<file path="src/rtl/qam16_pkg.sv">
// Shared constants and Gray level helper for the 16-QAM PRBS source.
// Gray pairs map 00,01,11,10 to the levels -3,-1,+1,+3.
package qam16_pkg;

  localparam logic signed [3:0] LVL_M3 = -4'sd3;
  localparam logic signed [3:0] LVL_M1 = -4'sd1;
  localparam logic signed [3:0] LVL_P1 = 4'sd1;
  localparam logic signed [3:0] LVL_P3 = 4'sd3;

  // x^4+x^3+1: feedback is q[3]^q[2]
  localparam logic [3:0] LFSR_TAPS    = 4'b1100;
  localparam logic [3:0] DEFAULT_SEED = 4'h1;

  function automatic logic signed [3:0] gray2lvl(
    input logic [1:0] g
  );
    logic signed [3:0] lvl;
    unique case (g)
      2'b00: lvl = LVL_M3;
      2'b01: lvl = LVL_M1;
      2'b11: lvl = LVL_P1;
      2'b10: lvl = LVL_P3;
    endcase
    return lvl;
  endfunction

endpackage

</file>
<file path="src/rtl/qam16_mapper.sv">
// Combinational Gray-coded 16-QAM mapper.
// data_i[3:2] selects the I level, data_i[1:0] the Q level.
module qam16_mapper
  import qam16_pkg::*;
(
  input  logic [3:0]        data_i,
  output logic signed [3:0] i_lvl_o,
  output logic signed [3:0] q_lvl_o
);

  assign i_lvl_o = gray2lvl(data_i[3:2]);
  assign q_lvl_o = gray2lvl(data_i[1:0]);

endmodule

</file>
<file path="src/rtl/qam16_prbs_src.sv">
// 4-bit PRBS (x^4+x^3+1) driving a Gray-coded 16-QAM mapper.
// SYMMAP_OUT_REG_EN registers the I/Q levels for one extra cycle.
module qam16_prbs_src
  import qam16_pkg::*;
#(
  parameter logic [3:0] SEED = DEFAULT_SEED
) (
  input  logic              clk,
  input  logic              reset,
  output logic [3:0]        q,
  output logic signed [3:0] i_out,
  output logic signed [3:0] q_out
);

  // An all-zero seed would lock the LFSR, so it falls back to 1
  localparam logic [3:0] SEED_EFF =
    (SEED == 4'h0) ? 4'h1 : SEED;

  logic [3:0]        lfsr_q;
  logic [3:0]        lfsr_d;
  logic signed [3:0] map_i;
  logic signed [3:0] map_q;

  always_comb begin
    lfsr_d = {lfsr_q[2:0], ^(lfsr_q & LFSR_TAPS)};
    if (lfsr_q == 4'h0) lfsr_d = 4'h1;
  end

  always_ff @(posedge clk) begin
    if (reset) lfsr_q <= SEED_EFF;
    else       lfsr_q <= lfsr_d;
  end

  assign q = lfsr_q;

  qam16_mapper u_map (
    .data_i  (lfsr_q),
    .i_lvl_o (map_i),
    .q_lvl_o (map_q)
  );

`ifdef SYMMAP_OUT_REG_EN
  logic signed [3:0] iout_q;
  logic signed [3:0] qout_q;

  always_ff @(posedge clk) begin
    if (reset) begin
      iout_q <= 4'sd0;
      qout_q <= 4'sd0;
    end else begin
      iout_q <= map_i;
      qout_q <= map_q;
    end
  end

  assign i_out = iout_q;
  assign q_out = qout_q;
`else
  assign i_out = map_i;
  assign q_out = map_q;
`endif

endmodule

</file>
<file path="config.mk">
export PLATFORM = sky130hd
export DESIGN_NAME = qam16_prbs_src
export DESIGN_NICKNAME = d
export VERILOG_FILES = /design/src/rtl/qam16_pkg.sv /design/src/rtl/qam16_mapper.sv /design/src/rtl/qam16_prbs_src.sv
export SDC_FILE = /design/constraint.sdc
export NUM_CORES = 1
export LEC_CHECK = 0
export ABC_AREA = 1
export BUFFER_PORTS_ARGS = -buffer_cell sky130_fd_sc_hd__buf_2
export CAP_MARGIN = 10
export CORE_AREA = 2 2 39 41
export CTS_BUF_LIST = sky130_fd_sc_hd__clkbuf_4 sky130_fd_sc_hd__clkbuf_8 sky130_fd_sc_hd__clkbuf_16
export DETAILED_ROUTE_END_ITERATION = 8
export DIE_AREA = 0 0 41 43
export SLEW_MARGIN = 20
export SYNTH_ARGS = -nofsm -noshare
export SYNTH_HDL_FRONTEND = slang
export SYNTH_SLANG_ARGS = --single-unit
</file>
<file path="constraint.sdc">
create_clock -name clk -period 1.6 [get_ports clk]
set_input_delay 0.32 -clock clk [delete_from_list [all_inputs] [get_ports clk]]
set_output_delay 0.32 -clock clk [all_outputs]
set_load 0.05 [all_outputs]
</file>
Yosys cells after proc, flatten, opt, wreduce, memory -nomap -nowiden
Index checks and enable logic that the tools add are counted.
Word-level totals
  bits in registers: 4
  output and inout port bits: 12
  logic and storage cells: 14
Operators by class
  eq/ne operators: 6
  mux-type cells: 2
  reductions and logical operators: 5
Operators by type and width (count)
  4-bit one-hot mux with 4 select lines: 2
  2-bit == test (second input constant): 4
  2-bit by 1-bit == test with 1-bit output (second input constant): 2
  2-bit logical NOT: 2
  4-bit logical NOT: 1
  4-bit parity: 1
  2-bit OR reduction: 1

Logic depth before layout (Yosys ltp)
Gate-level depths: netlist of the first run.
  word-level depth: 2
  mapped depth: 5
  depth with buffers taken out: 5

Modules after synthesis
Synthesis of the first run repeated with hierarchy kept, for this count alone.
Second synthesis, totals
  cells, all modules: 36
  area total of the unflattened synthesis: 267.8 µm²
By module, submodules not included
  qam16_prbs_src: instances 1, cells each 17, area each 146.4 µm², sequential area each 80.1 µm²
  qam16_mapper: instances 1, cells each 19, area each 121.4 µm², sequential area each 0.0 µm²

Worst setup path after synthesis of the first run
No wires, ideal clock.
  path kind: register -> output
  from: register lfsr_q[2] (netlist: q[2])
  to: output i_out[3]
  data arrival time: 1.680 ns
  path slack: -0.400 ns
  stages on the path, launching flop included: 5
  buffers on the path: 1
  cells stage by stage: dfxtp_1 -> inv_1 -> ha_1 -> or2_1 -> buf_4
On the way
  word-level cells in the longest chain between the ends: 2
  elaborated cells between the ends (all ways): 5
  those cells by class: eq/ne: 3; mux: 1; reduce/logical: 1
Ends and longest elaborated chain
  from (decl): RTL line qam16_prbs_src.sv:19  | logic [3:0] lfsr_q;
  from (signal assigned): RTL line qam16_prbs_src.sv:31  | else lfsr_q <= lfsr_d;
  2-bit == test (tied with other cells): RTL line qam16_pkg.sv:18  | unique case (g)
  4-bit one-hot mux with 4 select lines *: RTL line qam16_pkg.sv:18
  to (decl): RTL line qam16_prbs_src.sv:11  | output logic signed [3:0] i_out,
Mark *: on every way between the ends. The rest lies on a longest branch, timed or not. The select of a mux whose other input is x is not followed.

Worst setup path in the final report of the first run
  from: register lfsr_q[2] (netlist: q[2])
  to: output i_out[2]
The elaborated chain is that of the path after synthesis.

==> results of run 1 <==
## area by class of cell
type / count / area, µm²
Fill cell: 162 / 1030
Multi-Input combinational cell: 15 / 121
Sequential cell: 4 / 90.1
Timing Repair Buffer: 11 / 72.6
Clock buffer: 4 / 30.0
Tap cell: 16 / 20.0
Inverter: 5 / 18.8
## cell usage after synthesis
cell type / number
sky130_fd_sc_hd__inv_1: 5
sky130_fd_sc_hd__nor2_1: 3
sky130_fd_sc_hd__conb_1: 1
sky130_fd_sc_hd__nand2_2: 2
sky130_fd_sc_hd__or2_1: 2
sky130_fd_sc_hd__ha_1: 5
sky130_fd_sc_hd__nand3b_1: 1
sky130_fd_sc_hd__buf_4: 4
sky130_fd_sc_hd__dfxtp_1: 4
## power groups by stage
stage / Clock (mW) / Combinational, mW / Sequential [mW]
after floorplan: 0 / 0.212 / 0.170
after global placement: 0 / 0.279 / 0.126
after detailed placement: 0 / 0.281 / 0.125
after CTS: 0.156 / 0.290 / 0.124
after global routing: 0.165 / 0.323 / 0.126
final: 0.150 / 0.303 / 0.123
## critical path, stage by stage, from the launching register on
cell and delay [ns]:
sky130_fd_sc_hd__dfxtp_2 0.32, sky130_fd_sc_hd__inv_1 0.06, sky130_fd_sc_hd__ha_1 0.19, sky130_fd_sc_hd__or2_4 0.24
sky130_fd_sc_hd__buf_4 0.19
## routing by layer
metal / part of all wire, % / up-vias / track usage (%)
met2: 50 / 8 / 5.31
met3: 11 / 0 / 4.71
met1: 39 / 81 / 5.79
met5: 0 / - / 0
li1: - / 96 / -
met4: 0 / 0 / 4.00
## worst paths after layout
kind / slack, ns / start / depth (start not counted) / to
worst max register to register: 0.65 / q[2]$_SDFF_PP0_ / 3 / q[0]$_SDFF_PP1_
worst max-delay path: 0.04 / q[2]$_SDFF_PP0_ / 4 / i_out[2]
worst min-delay path: 0.30 / reset / 3 / q[0]$_SDFF_PP1_
worst min register to register: 0.49 / q[2]$_SDFF_PP0_ / 2 / q[3]$_SDFF_PP0_
## metrics by stage
step | power [mW] | util [%] | cell area [µm²]
floorplan | 0.382 | - | 258
global placement | 0.405 | 21.9 | 303
detailed placement | 0.406 | 21.9 | 303
CTS | 0.570 | 24.4 | 338
global route | 0.614 | 25.5 | 353
finish | 0.576 | 25.5 | 353
## kinds of logic (layout without fill, tap and decap cells)
logic type	Yosys count	in the layout
simple gates	8	8
other cells	1	2
flops	4	4
buf+inv	9	20
fa+ha+maj	5	5
## cells in the final DEF, fill, tap and decap left out, drive strengths merged
cell type,Yosys,final
dfxtp,4,4
conb,1,2
ha,5,5
inv,5,5
nand3b,1,1
clkbuf,0,4
or2,2,2
nor2,3,3
buf,4,11
nand2,2,2
## timing repair
| action | 4_1_cts | 5_1_grt |
|---|---|---|
| gates resized for setup | 2 | 7 |
| pin swaps | 0 | 0 |
| setup endpoints to repair | 2 | 4 |
| cloned | 0 | 0 |
==> Flow_metrics.wiki, run 1 <==
{| class="wikitable"
! Metric !! Value
|-
| Run status || completed
|-
| Net total in the final layout || 47
|-
| Antenna-violating nets left || 0
|-
| Weighted congestion reported at the end of routability-driven placement || 0.639
|-
| Sequential fraction of the synthesis area || 33.5%
|-
| Class of the most critical hold timing path || in -> reg
|-
| Setup tns final || 0 ns
|-
| Unrepaired setup endpoints after global routing || true
|-
| Initial antenna violation count || 0
|-
| Final Hold Vio Count || 0
|-
| Number of DRC violations after detailed routing || 0
|-
| Worst setup skew after layout || 0.00664 ns
|-
| Portion of total power attributed to the clock network || 26.1%
|-
| Non-filler instance count after layout || 55
|-
| Total wire length || 349 µm
|-
| Worst-case hold slack || 0.304 ns
|-
| Number of register bits inferred by synthesis || 4
|-
| Number of design-rule violations left by the first detailed-router iteration || 0
|-
| Synth Area in Compound Gates || 0%
|-
| Switching part of the total power || 46.2%
|-
| Multiplexer fraction of the synthesized cell area || 0%
|-
| Internal power || 0.310 mW
|-
| Largest area contributor in the netlist || sky130_fd_sc_hd__dfxtp_1
|-
| Crit Path Class || reg -> out
|-
| Chip Width || 41 µm
|-
| Main combinational cell family by area after synthesis || adder cells
|-
| Initial cell density of the core || 17.3%
|-
| Number of warning messages in the yosys log || 0
|-
| Static Leakage || 0.182 nW
|-
| Global-route wire length before repair || 531 µm
|-
| Clock Pin Slew Worst Setup and Hold Paths || 0.04 ns
|-
| Setup Viol. Count Final || 0
|-
| Min Tclk post-route || 1.56 ns
|-
| Root Buffer || sky130_fd_sc_hd__clkbuf_4
|-
| Fraction of final layout cells with drive strength greater than 1 || 61.5%
|-
| Clock tree from TritonCTS || yes
|-
| Via count of the first global-routing pass || 160
|-
| Vertical extent of the die || 43 µm
|-
| Pre-Repair DR Iteration Count || 1
|-
| Synthesized-area fraction occupied by xor and xnor cells || 0%
|-
| Avg Inst Size Synth || 8.85 µm²
|-
| Arrival time at the worst endpoint || 1.24 ns
|-
| GR Overflow Total || 0
|-
| Dominant cells by area after synthesis || sky130_fd_sc_hd__dfxtp_1 34%, sky130_fd_sc_hd__ha_1 26%, sky130_fd_sc_hd__buf_4 13%, sky130_fd_sc_hd__inv_1 7.9%, sky130_fd_sc_hd__nand2_2 5.2%
|-
| Kind of start point of the critical path || register
|-
| Crit path capture type || output pin
|-
| Layout overhead on the synthesized area || 47.6%
|-
| Overall Global Routing Usage || 5.02%
|-
| Proportion of power drawn by combinational gates || 52.5%
|-
| Clock Path Buffers || 2
|-
| Maximum number of pins on one net before global-route repair || 4
|-
| Via-per-instance ratio || 3.36
|-
| Area inside the core boundary || 0.00138 mm²
|-
| Avg WL per Cell || 6.35 µm
|-
| Flip-flop count of the largest register after layout || 4
|-
| Maximum Capacitance Violations || 0
|-
| Post-synth cell types || 9
|-
| PwrDens || 1630 mW/mm²
|-
| Ports || 14
|-
| Fraction of power consumed by sequential logic || 21.4%
|-
| Period utilisation layout || 97.5%
|-
| Worst-case setup slack after placement || 0.226 ns
|-
| CTS buffer count || 3
|-
| Peak ir drop on the vdd network || 403 µV
|-
| IO Port Bufs || 11
|-
| H-tree levels || 1
|-
| Post-synthesis share of cell area spent on full adders, half adders and majority gates || 26.2%
|-
| Cell count after synthesis || 27
|-
| Die outline area || 0.00176 mm²
|-
| Detail Placement HPWL || 328 µm
|-
| Final count of pins violating max slew || 0
|-
| Routed vias || 185
|-
| NetSw || 0.266 mW
|-
| Portion of synthesized cell area occupied by the leading cell type || 33.5%
|-
| Number of setup buffers added after CTS || 0
|-
| Cell area after synthesis || 239 µm²
|-
| CP max FO || 3
|-
| Highest clock frequency the design can meet || 0.641 GHz
|-
| N_diodes || 0
|-
| Hold-fix buffer count after cts || 0
|-
| Placed cells || 51
|-
| Insertion delay to the later sink of the worst-skew pair || 0.23 ns
|-
| Post-synthesis share of cell area spent on and, or, nand and nor gates || 18.3%
|-
| Worst Path Required || 1.28 ns
|-
| Least setup slack across all paths after layout || 0.0396 ns
|-
| Number of placement rows || 14
|-
| Number of clock sinks seen by CTS || 4
|}
Power figures use the tool's default switching activity.
==> run 2, diff against run 1 <==
--- a/config.mk
+++ b/config.mk
@@ -8,10 +8,13 @@
 export ABC_AREA = 1
 export BUFFER_PORTS_ARGS = -buffer_cell sky130_fd_sc_hd__buf_2
 export CAP_MARGIN = 10
+export CELL_PAD_IN_SITES_DETAIL_PLACEMENT = 0
+export CELL_PAD_IN_SITES_GLOBAL_PLACEMENT = 1
 export CORE_AREA = 2 2 39 41
 export CTS_BUF_LIST = sky130_fd_sc_hd__clkbuf_4 sky130_fd_sc_hd__clkbuf_8 sky130_fd_sc_hd__clkbuf_16
 export DETAILED_ROUTE_END_ITERATION = 8
 export DIE_AREA = 0 0 41 43
+export PLACE_DENSITY_LB_ADDON = 0.1
 export SLEW_MARGIN = 20
 export SYNTH_ARGS = -nofsm -noshare
 export SYNTH_HDL_FRONTEND = slang
==> Flow_metrics.wiki, run 2 (synthesized netlist as in run 1, its figures left out) <==
{| class="wikitable"
! Metric !! Value
|-
| Setup Viol. Count Final || 0 (unchanged)
|-
| Sequential standard cell area || 90.1 µm² (unchanged)
|-
| Ports || 14 (unchanged)
|-
| Root Buffer || sky130_fd_sc_hd__clkbuf_4
|-
| Unrepaired setup endpoints after global routing || true
|-
| Area inside the core boundary || 0.00138 mm² (unchanged)
|-
| Commonest cells after routing, fill and taps aside || 7 x sky130_fd_sc_hd__buf_2, 5 x sky130_fd_sc_hd__inv_1, 4 x sky130_fd_sc_hd__ha_1, 4 x sky130_fd_sc_hd__clkbuf_4
|-
| Run status || completed
|-
| Number of design-rule violations left by the first detailed-router iteration || 0 (unchanged)
|-
| Clock Path Buffers || 2 (unchanged)
|-
| Kind of start point of the critical path || register
|-
| Final count of pins violating max slew || 0 (unchanged)
|-
| Final Hold Vio Count || 0 (unchanged)
|-
| Total wire length || 439 µm (+26%)
|-
| Number of buffers and inverters on the critical path || 2 (unchanged)
|-
| Worst setup skew after layout || 0.00985 ns (+0.00321 ns)
|-
| Overall Global Routing Usage || 6.55% (+1.5 points)
|-
| Maximum number of pins on one net before global-route repair || 4 (unchanged)
|-
| Chip Width || 41 µm (unchanged)
|-
| Vertical extent of the die || 43 µm (unchanged)
|-
| Insertion delay to the later sink of the worst-skew pair || 0.24 ns (about the same)
|-
| Crit Path Class || reg -> out
|-
| Initial antenna violation count || 0 (unchanged)
|-
| Critical path, cell by cell || inv_1, ha_1, or2_4, buf_4
|-
| Maximum Capacitance Violations || 0 (unchanged)
|-
| Peak ir drop on the vdd network || 425 µV (+5.5%)
|-
| Class of the most critical hold timing path || in -> reg
|-
| Layout overhead on the synthesized area || 52.4%
|-
| PwrDens || 1650 mW/mm² (+1.0%)
|-
| Largest incremental delay on the critical path || 0.33 ns (about the same)
|-
| Pre-Repair DR Iteration Count || 1 (unchanged)
|-
| Number of placement rows || 14 (unchanged)
|-
| Avg WL per Cell || 7.84 µm (+24%)
|-
| Initial cell density of the core || 17.3% (unchanged)
|-
| CP max FO || 3 (unchanged)
|-
| Worst Path Required || 1.28 ns (about the same)
|-
| Critical Path Slowest Stage Cell || sky130_fd_sc_hd__dfxtp_2
|-
| Highest clock frequency the design can meet || 0.636 GHz (-0.80%)
|-
| Min Tclk post-route || 1.57 ns (+0.0125 ns)
|-
| Number of inserted filler cells in the final layout || 166 (+2.5%)
|-
| Clock Pin Slew Worst Setup and Hold Paths || 0.05 ns (about the same)
|-
| Placed cells || 51 (unchanged)
|-
| Crit path capture type || output pin
|-
| Via-per-instance ratio || 3.41 (+1.4%)
|-
| Utilization after layout || 26.3% (+0.81 points)
|-
| Clock tree from TritonCTS || yes
|-
| Weighted congestion reported at the end of routability-driven placement || 0.618 (-3.3%)
|-
| Routed vias || 191 (+3.2%)
|-
| Static Leakage || 0.188 nW (+3.6%)
|-
| Number of clock sinks seen by CTS || 4 (unchanged)
|-
| H-tree levels || 1 (unchanged)
|-
| Total area of multi-input combinational cells || 121 µm² (unchanged)
|-
| Non-filler instance count after layout || 56 (+1.8%)
|-
| N_diodes || 0 (unchanged)
|-
| GR Overflow Total || 0 (unchanged)
|-
| Kind of cell adding the most delay to the critical path || flip-flops
|-
| IO Port Bufs || 11 (unchanged)
|-
| Detail Placement HPWL || 359 µm (+9.4%)
|-
| Period utilisation layout || 98.3% (+0.78 points)
|-
| Commonest non-fill, non-tap cell in the layout || sky130_fd_sc_hd__buf_2
|-
| CTS buffer count || 3 (unchanged)
|-
| Antenna-violating nets left || 0 (unchanged)
|-
| Arrival time at the worst endpoint || 1.25 ns (about the same)
|-
| Fraction of final layout cells with drive strength greater than 1 || 62.5% (+0.96 points)
|-
| Flip-flop count of the largest register after layout || 4 (unchanged)
|-
| Die outline area || 0.00176 mm² (unchanged)
|-
| Via count of the first global-routing pass || 174 (+8.8%)
|-
| Hold-fix buffer count after cts || 0 (unchanged)
|-
| Global-route wire length before repair || 683 µm (+29%)
|-
| Number of DRC violations after detailed routing || 0 (unchanged)
|-
| Net total in the final layout || 48 (+2.1%)
|}
## run 2: changes by cell type in the layout (fill, tap and decap cells not counted), sizes merged
cell	delta
buf	+1
## run 2: tightest hold or removal path, delay by kind of cell
family | cells | cell delay [ns]
buffers and inverters | 2 | 0.11
and+or+nand+nor | 1 | 0.07
## run 2: per-layer routing
metal	track usage (%)	vias up	wire [µm]
met5	0	-	0
met4	10.0	0	10
met3	3.14	2	36
met2	7.81	9	225
met1	6.17	83	167
li1	-	97	-
## run 2: final cells by class
| cell class | count | share of cell area (%) |
|---|---|---|
| Inverter | 5 | 5.15 |
| Clock buffer | 4 | 8.25 |
| Multi-Input combinational cell | 15 | 33.3 |
| Sequential cell | 4 | 24.7 |
| Tap cell | 16 | 5.50 |
| Timing Repair Buffer | 12 | 23.0 |
## run 2: per-stage QoR
step,area [µm²],hold slack [ns],setup slack (ns),setup TNS [ns],power [mW]
2_1_floorplan,258,0.453,-0.0492,-0.0492,0.382
3_3_place_gp,303,0.469,0.242,0,0.406
3_5_place_dp,303,0.481,0.224,0,0.407
4_1_cts,343,0.290,-0.0224,-0.0446,0.583
5_1_grt,364,0.292,-0.0214,-0.0522,0.633
6_report,364,0.293,0.0271,0,0.600
## run 2: where the power goes
part	switching (mW)	internal (mW)
registers	0.00728	0.116
logic	0.223	0.0930
clock network	0.0494	0.111
total	0.280	0.320
## run 2: final timing paths
| kind | slack, ns | end | from | cells past startpoint |
|---|---|---|---|---|
| setup / recovery | 0.03 | i_out[2] | q[2]$_SDFF_PP0_ | 4 |
| hold / removal | 0.29 | q[0]$_SDFF_PP1_ | reset | 3 |
| setup reg to reg | 0.60 | q[3]$_SDFF_PP0_ | q[1]$_SDFF_PP0_ | 6 |
| hold reg to reg | 0.49 | q[1]$_SDFF_PP0_ | q[0]$_SDFF_PP1_ | 2 |
## run 2: repair_timing
action | in CTS | in global routing
resized for setup | 4 | 4
buffers inserted | 0 | 1
pin swaps | 0 | 1
endpoints found under the setup margin | 4 | 4
cloned | 0 | 0
hold endpoints to repair | 0 | 0
==> run 3, diff against run 2 <==
--- a/config.mk
+++ b/config.mk
@@ -5,16 +5,15 @@
 export SDC_FILE = /design/constraint.sdc
 export NUM_CORES = 1
 export LEC_CHECK = 0
-export ABC_AREA = 1
 export BUFFER_PORTS_ARGS = -buffer_cell sky130_fd_sc_hd__buf_2
 export CAP_MARGIN = 10
 export CELL_PAD_IN_SITES_DETAIL_PLACEMENT = 0
 export CELL_PAD_IN_SITES_GLOBAL_PLACEMENT = 1
 export CORE_AREA = 2 2 39 41
-export CTS_BUF_LIST = sky130_fd_sc_hd__clkbuf_4 sky130_fd_sc_hd__clkbuf_8 sky130_fd_sc_hd__clkbuf_16
+export CTS_BUF_LIST = sky130_fd_sc_hd__clkbuf_4 sky130_fd_sc_hd__clkbuf_8
 export DETAILED_ROUTE_END_ITERATION = 8
 export DIE_AREA = 0 0 41 43
-export PLACE_DENSITY_LB_ADDON = 0.1
+export PLACE_DENSITY = 0.61
 export SLEW_MARGIN = 20
 export SYNTH_ARGS = -nofsm -noshare
 export SYNTH_HDL_FRONTEND = slang
==> Flow_metrics.wiki, run 3 <==
{| class="wikitable"
! Metric !! Value
|-
| Static Leakage || 0.180 nW (-4.6%)
|-
| Area inside the core boundary || 0.00138 mm² (unchanged)
|-
| Number of buffers and inverters on the critical path || 2 (unchanged)
|-
| GR Overflow Total || 0 (unchanged)
|-
| Via-per-instance ratio || 3.44 (+0.93%)
|-
| Via count of the first global-routing pass || 173 (-0.57%)
|-
| Sequential fraction of the synthesis area || 33.7% (+0.18 points)
|-
| H-tree levels || 1 (unchanged)
|-
| Top_reg_cell synth || sky130_fd_sc_hd__dfxtp_1
|-
| Final count of pins violating max slew || 0 (unchanged)
|-
| Fraction of final layout cells with drive strength greater than 1 || 61.1% (-1.4 points)
|-
| Worst Path Required || 1.28 ns (about the same)
|-
| Number of warning messages in the yosys log || 0 (unchanged)
|-
| Avg Inst Size Synth || 9.51 µm² (+7.4%)
|-
| Weighted congestion reported at the end of routability-driven placement || 0.595 (-3.7%)
|-
| Layout overhead on the synthesized area || 53.2%
|-
| Vertical extent of the die || 43 µm (unchanged)
|-
| Net total in the final layout || 45 (-6.3%)
|-
| Total wire length || 383 µm (-13%)
|-
| Largest incremental delay on the critical path || 0.34 ns (about the same)
|-
| Arrival time at the worst endpoint || 1.22 ns (-0.03 ns)
|-
| Maximum Capacitance Violations || 0 (unchanged)
|-
| Overall Global Routing Usage || 6.42% (-0.13 points)
|-
| Most instantiated library cell after synthesis || sky130_fd_sc_hd__ha_1
|-
| Pre-Repair DR Iteration Count || 4 (+3)
|-
| Cell types with the highest counts after synthesis || 5 x sky130_fd_sc_hd__ha_1, 4 x sky130_fd_sc_hd__buf_4, 4 x sky130_fd_sc_hd__dfxtp_1, 4 x sky130_fd_sc_hd__inv_1, 3 x sky130_fd_sc_hd__and2_1
|-
| Critical Path Slowest Stage Cell || sky130_fd_sc_hd__dfxtp_4
|-
| Flip-flop count of the largest register after layout || 4 (unchanged)
|-
| Non-filler instance count after layout || 52 (-7.1%)
|-
| Clock tree from TritonCTS || yes
|-
| Root Buffer || sky130_fd_sc_hd__clkbuf_4
|-
| Initial antenna violation count || 0 (unchanged)
|-
| Chip Width || 41 µm (unchanged)
|-
| Final Hold Vio Count || 0 (unchanged)
|-
| Class of the most critical hold timing path || in -> reg
|-
| Highest clock frequency the design can meet || 0.651 GHz (+2.3%)
|-
| Crit path capture type || output pin
|-
| Min Tclk post-route || 1.54 ns (-0.0360 ns)
|-
| Crit Path Class || reg -> out
|-
| Maximum number of pins on one net before global-route repair || 5 (+1)
|-
| Clock Pin Slew Worst Setup and Hold Paths || 0.03 ns (-0.02 ns)
|-
| CP max FO || 4 (+1)
|-
| Number of DRC violations after detailed routing || 0 (unchanged)
|-
| Period utilisation layout || 96.1% (-2.3 points)
|-
| Detail Placement HPWL || 314 µm (-13%)
|-
| Worst setup skew after layout || 0.000763 ns (-0.00909 ns)
|-
| Clock Path Buffers || 2 (unchanged)
|-
| Routed vias || 179 (-6.3%)
|-
| Setup Viol. Count Final || 0 (unchanged)
|-
| Post-synth cell types || 9 (unchanged)
|-
| Ports || 14 (unchanged)
|-
| Run status || completed
|-
| Critical path, cell by cell || inv_1, ha_1, or2_4, buf_8
|-
| Initial cell density of the core || 17.2% (-0.090 points)
|-
| Number of design-rule violations left by the first detailed-router iteration || 4 (+4)
|-
| Insertion delay to the later sink of the worst-skew pair || 0.23 ns (about the same)
|-
| Peak ir drop on the vdd network || 682 µV (+60%)
|-
| Post-synth EDFFs || 0 (unchanged)
|-
| Commonest cells after routing, fill and taps aside || 7 x sky130_fd_sc_hd__buf_2, 4 x sky130_fd_sc_hd__inv_1, 4 x sky130_fd_sc_hd__ha_1, 4 x sky130_fd_sc_hd__dfxtp_4
|-
| Number of inserted filler cells in the final layout || 147 (-11%)
|-
| Placed cells || 49 (-3.9%)
|-
| Cell area after synthesis || 238 µm² (-0.52%)
|-
| Die outline area || 0.00176 mm² (unchanged)
|-
| PwrDens || 1530 mW/mm² (-7.4%)
|-
| Proportion of synthesized flip-flops having asynchronous set or reset || 0% (unchanged)
|-
| Worst-case hold slack || 0.308 ns (+0.0156 ns)
|-
| N_diodes || 0 (unchanged)
|-
| Commonest non-fill, non-tap cell in the layout || sky130_fd_sc_hd__buf_2
|-
| Cell count after synthesis || 25 (-7.4%)
|-
| Global-route wire length before repair || 683 µm (unchanged)
|-
| Number of clock sinks seen by CTS || 4 (unchanged)
|-
| IO Port Bufs || 11 (unchanged)
|-
| Portion of synthesized cell area occupied by the leading cell type || 33.7% (+0.18 points)
|-
| Antenna-violating nets left || 0 (unchanged)
|-
| Unrepaired setup endpoints after global routing || false
|-
| CTS buffer count || 3 (unchanged)
|-
| Kind of start point of the critical path || register
|-
| Avg WL per Cell || 7.37 µm (-6.0%)
|-
| Number of setup buffers added after CTS || 0 (unchanged)
|-
| Dominant cells by area after synthesis || sky130_fd_sc_hd__dfxtp_1 34%, sky130_fd_sc_hd__ha_1 26%, sky130_fd_sc_hd__buf_4 13%, sky130_fd_sc_hd__and2_1 7.9%, sky130_fd_sc_hd__inv_1 6.3%
|-
| Number of register bits inferred by synthesis || 4 (unchanged)
|-
| Kind of cell adding the most delay to the critical path || flip-flops
|-
| Number of placement rows || 14 (unchanged)
|-
| Largest area contributor in the netlist || sky130_fd_sc_hd__dfxtp_1
|}
==> run 3: changes by cell type after synthesis <==
| cell | change |
|---|---|
| sky130_fd_sc_hd__a21oi_2 | +1 |
| sky130_fd_sc_hd__inv_1 | -1 |
| sky130_fd_sc_hd__and2_1 | +3 |
| sky130_fd_sc_hd__nand2_2 | -2 |
| sky130_fd_sc_hd__or2_1 | -2 |
| sky130_fd_sc_hd__nor2_1 | -3 |
| sky130_fd_sc_hd__or2_2 | +2 |
| sky130_fd_sc_hd__nand2b_1 | +1 |
| sky130_fd_sc_hd__nand3b_1 | -1 |
==> run 3: layout make-up <==
class	instances	area, µm²	area share (%)
timing repair buffer	11	87.6	24.1
multi-input combinational	14	124	34.0
clock buffer	3	22.5	6.19
tap	16	20.0	5.50
sequential	4	95.1	26.1
inverter	4	15.0	4.12
==> run 3: cells by family after synthesis <==
kind of cell    Yosys count  share of synthesized area [%]
fa+ha+maj                 5                           26.3
flops                     4                           33.7
compound gates            1                           3.68
buf+inv                   8                           18.9
other cells               1                           1.58
simple gates              6                           15.8
==> run 3: stage by stage <==
stage | instance area [µm²] | total power [mW] | setup slack (ns) | util, % | TNS [ns]
after CTS | 349 | 0.543 | -0.0218 | 25.2 | -0.0435
after global placement | 304 | 0.398 | 0.205 | 22.0 | 0
final | 364 | 0.556 | 0.0631 | 26.3 | 0
after global routing | 364 | 0.592 | 0.00338 | 26.3 | 0
after detailed placement | 304 | 0.398 | 0.202 | 22.0 | 0
after floorplan | 259 | 0.373 | -0.0695 | - | -0.0695
==> run 3: worst paths after layout <==
kind	from	end	slack, ns	depth (start not counted)
setup reg to reg	q[2]$_SDFF_PP0_	q[3]$_SDFF_PP0_	0.59	4
hold / removal	reset	q[0]$_SDFF_PP1_	0.31	3
hold reg to reg	q[1]$_SDFF_PP0_	q[2]$_SDFF_PP0_	0.47	1
setup / recovery	q[2]$_SDFF_PP0_	i_out[2]	0.06	4
==> run 3: routing by layer <==
metal  track usage [%]  vias to the layer above  wire length (µm)
li1                  -                       90                 -
met1              8.01                       75               186
met2              6.25                       14               112
met3              8.38                        0                84
met4              2.00                        0                 0
met5                 0                        -                 0
==> run 3: timing repair <==
| item | 4_1_cts | 5_1_grt |
|---|---|---|
| pin swaps | 0 | 1 |
| hold buffers | 0 | 0 |
| setup endpoints to repair | 4 | 4 |
| gates resized for setup | 7 | 7 |
==> run 3: report_power, final <==
part	internal, mW	leakage, nW	switching [mW]	total (mW)
clock network	0.0836	0.0138	0.0369	0.121
logic	0.0929	0.131	0.218	0.311
registers	0.115	0.0353	0.00933	0.125
total	0.292	0.180	0.264	0.556
==> run 3: worst reg2reg max path: cells and delay by family (launching register included) <==
| kind | cells | cell delay (ns) |
|---|---|---|
| buffers and inverters | 1 | 0.05 |
| DFF | 1 | 0.34 |
| adders and majority gates | 1 | 0.20 |
| and+or+nand+nor | 1 | 0.14 |
| AOI/OAI and AO/OA | 1 | 0.20 |
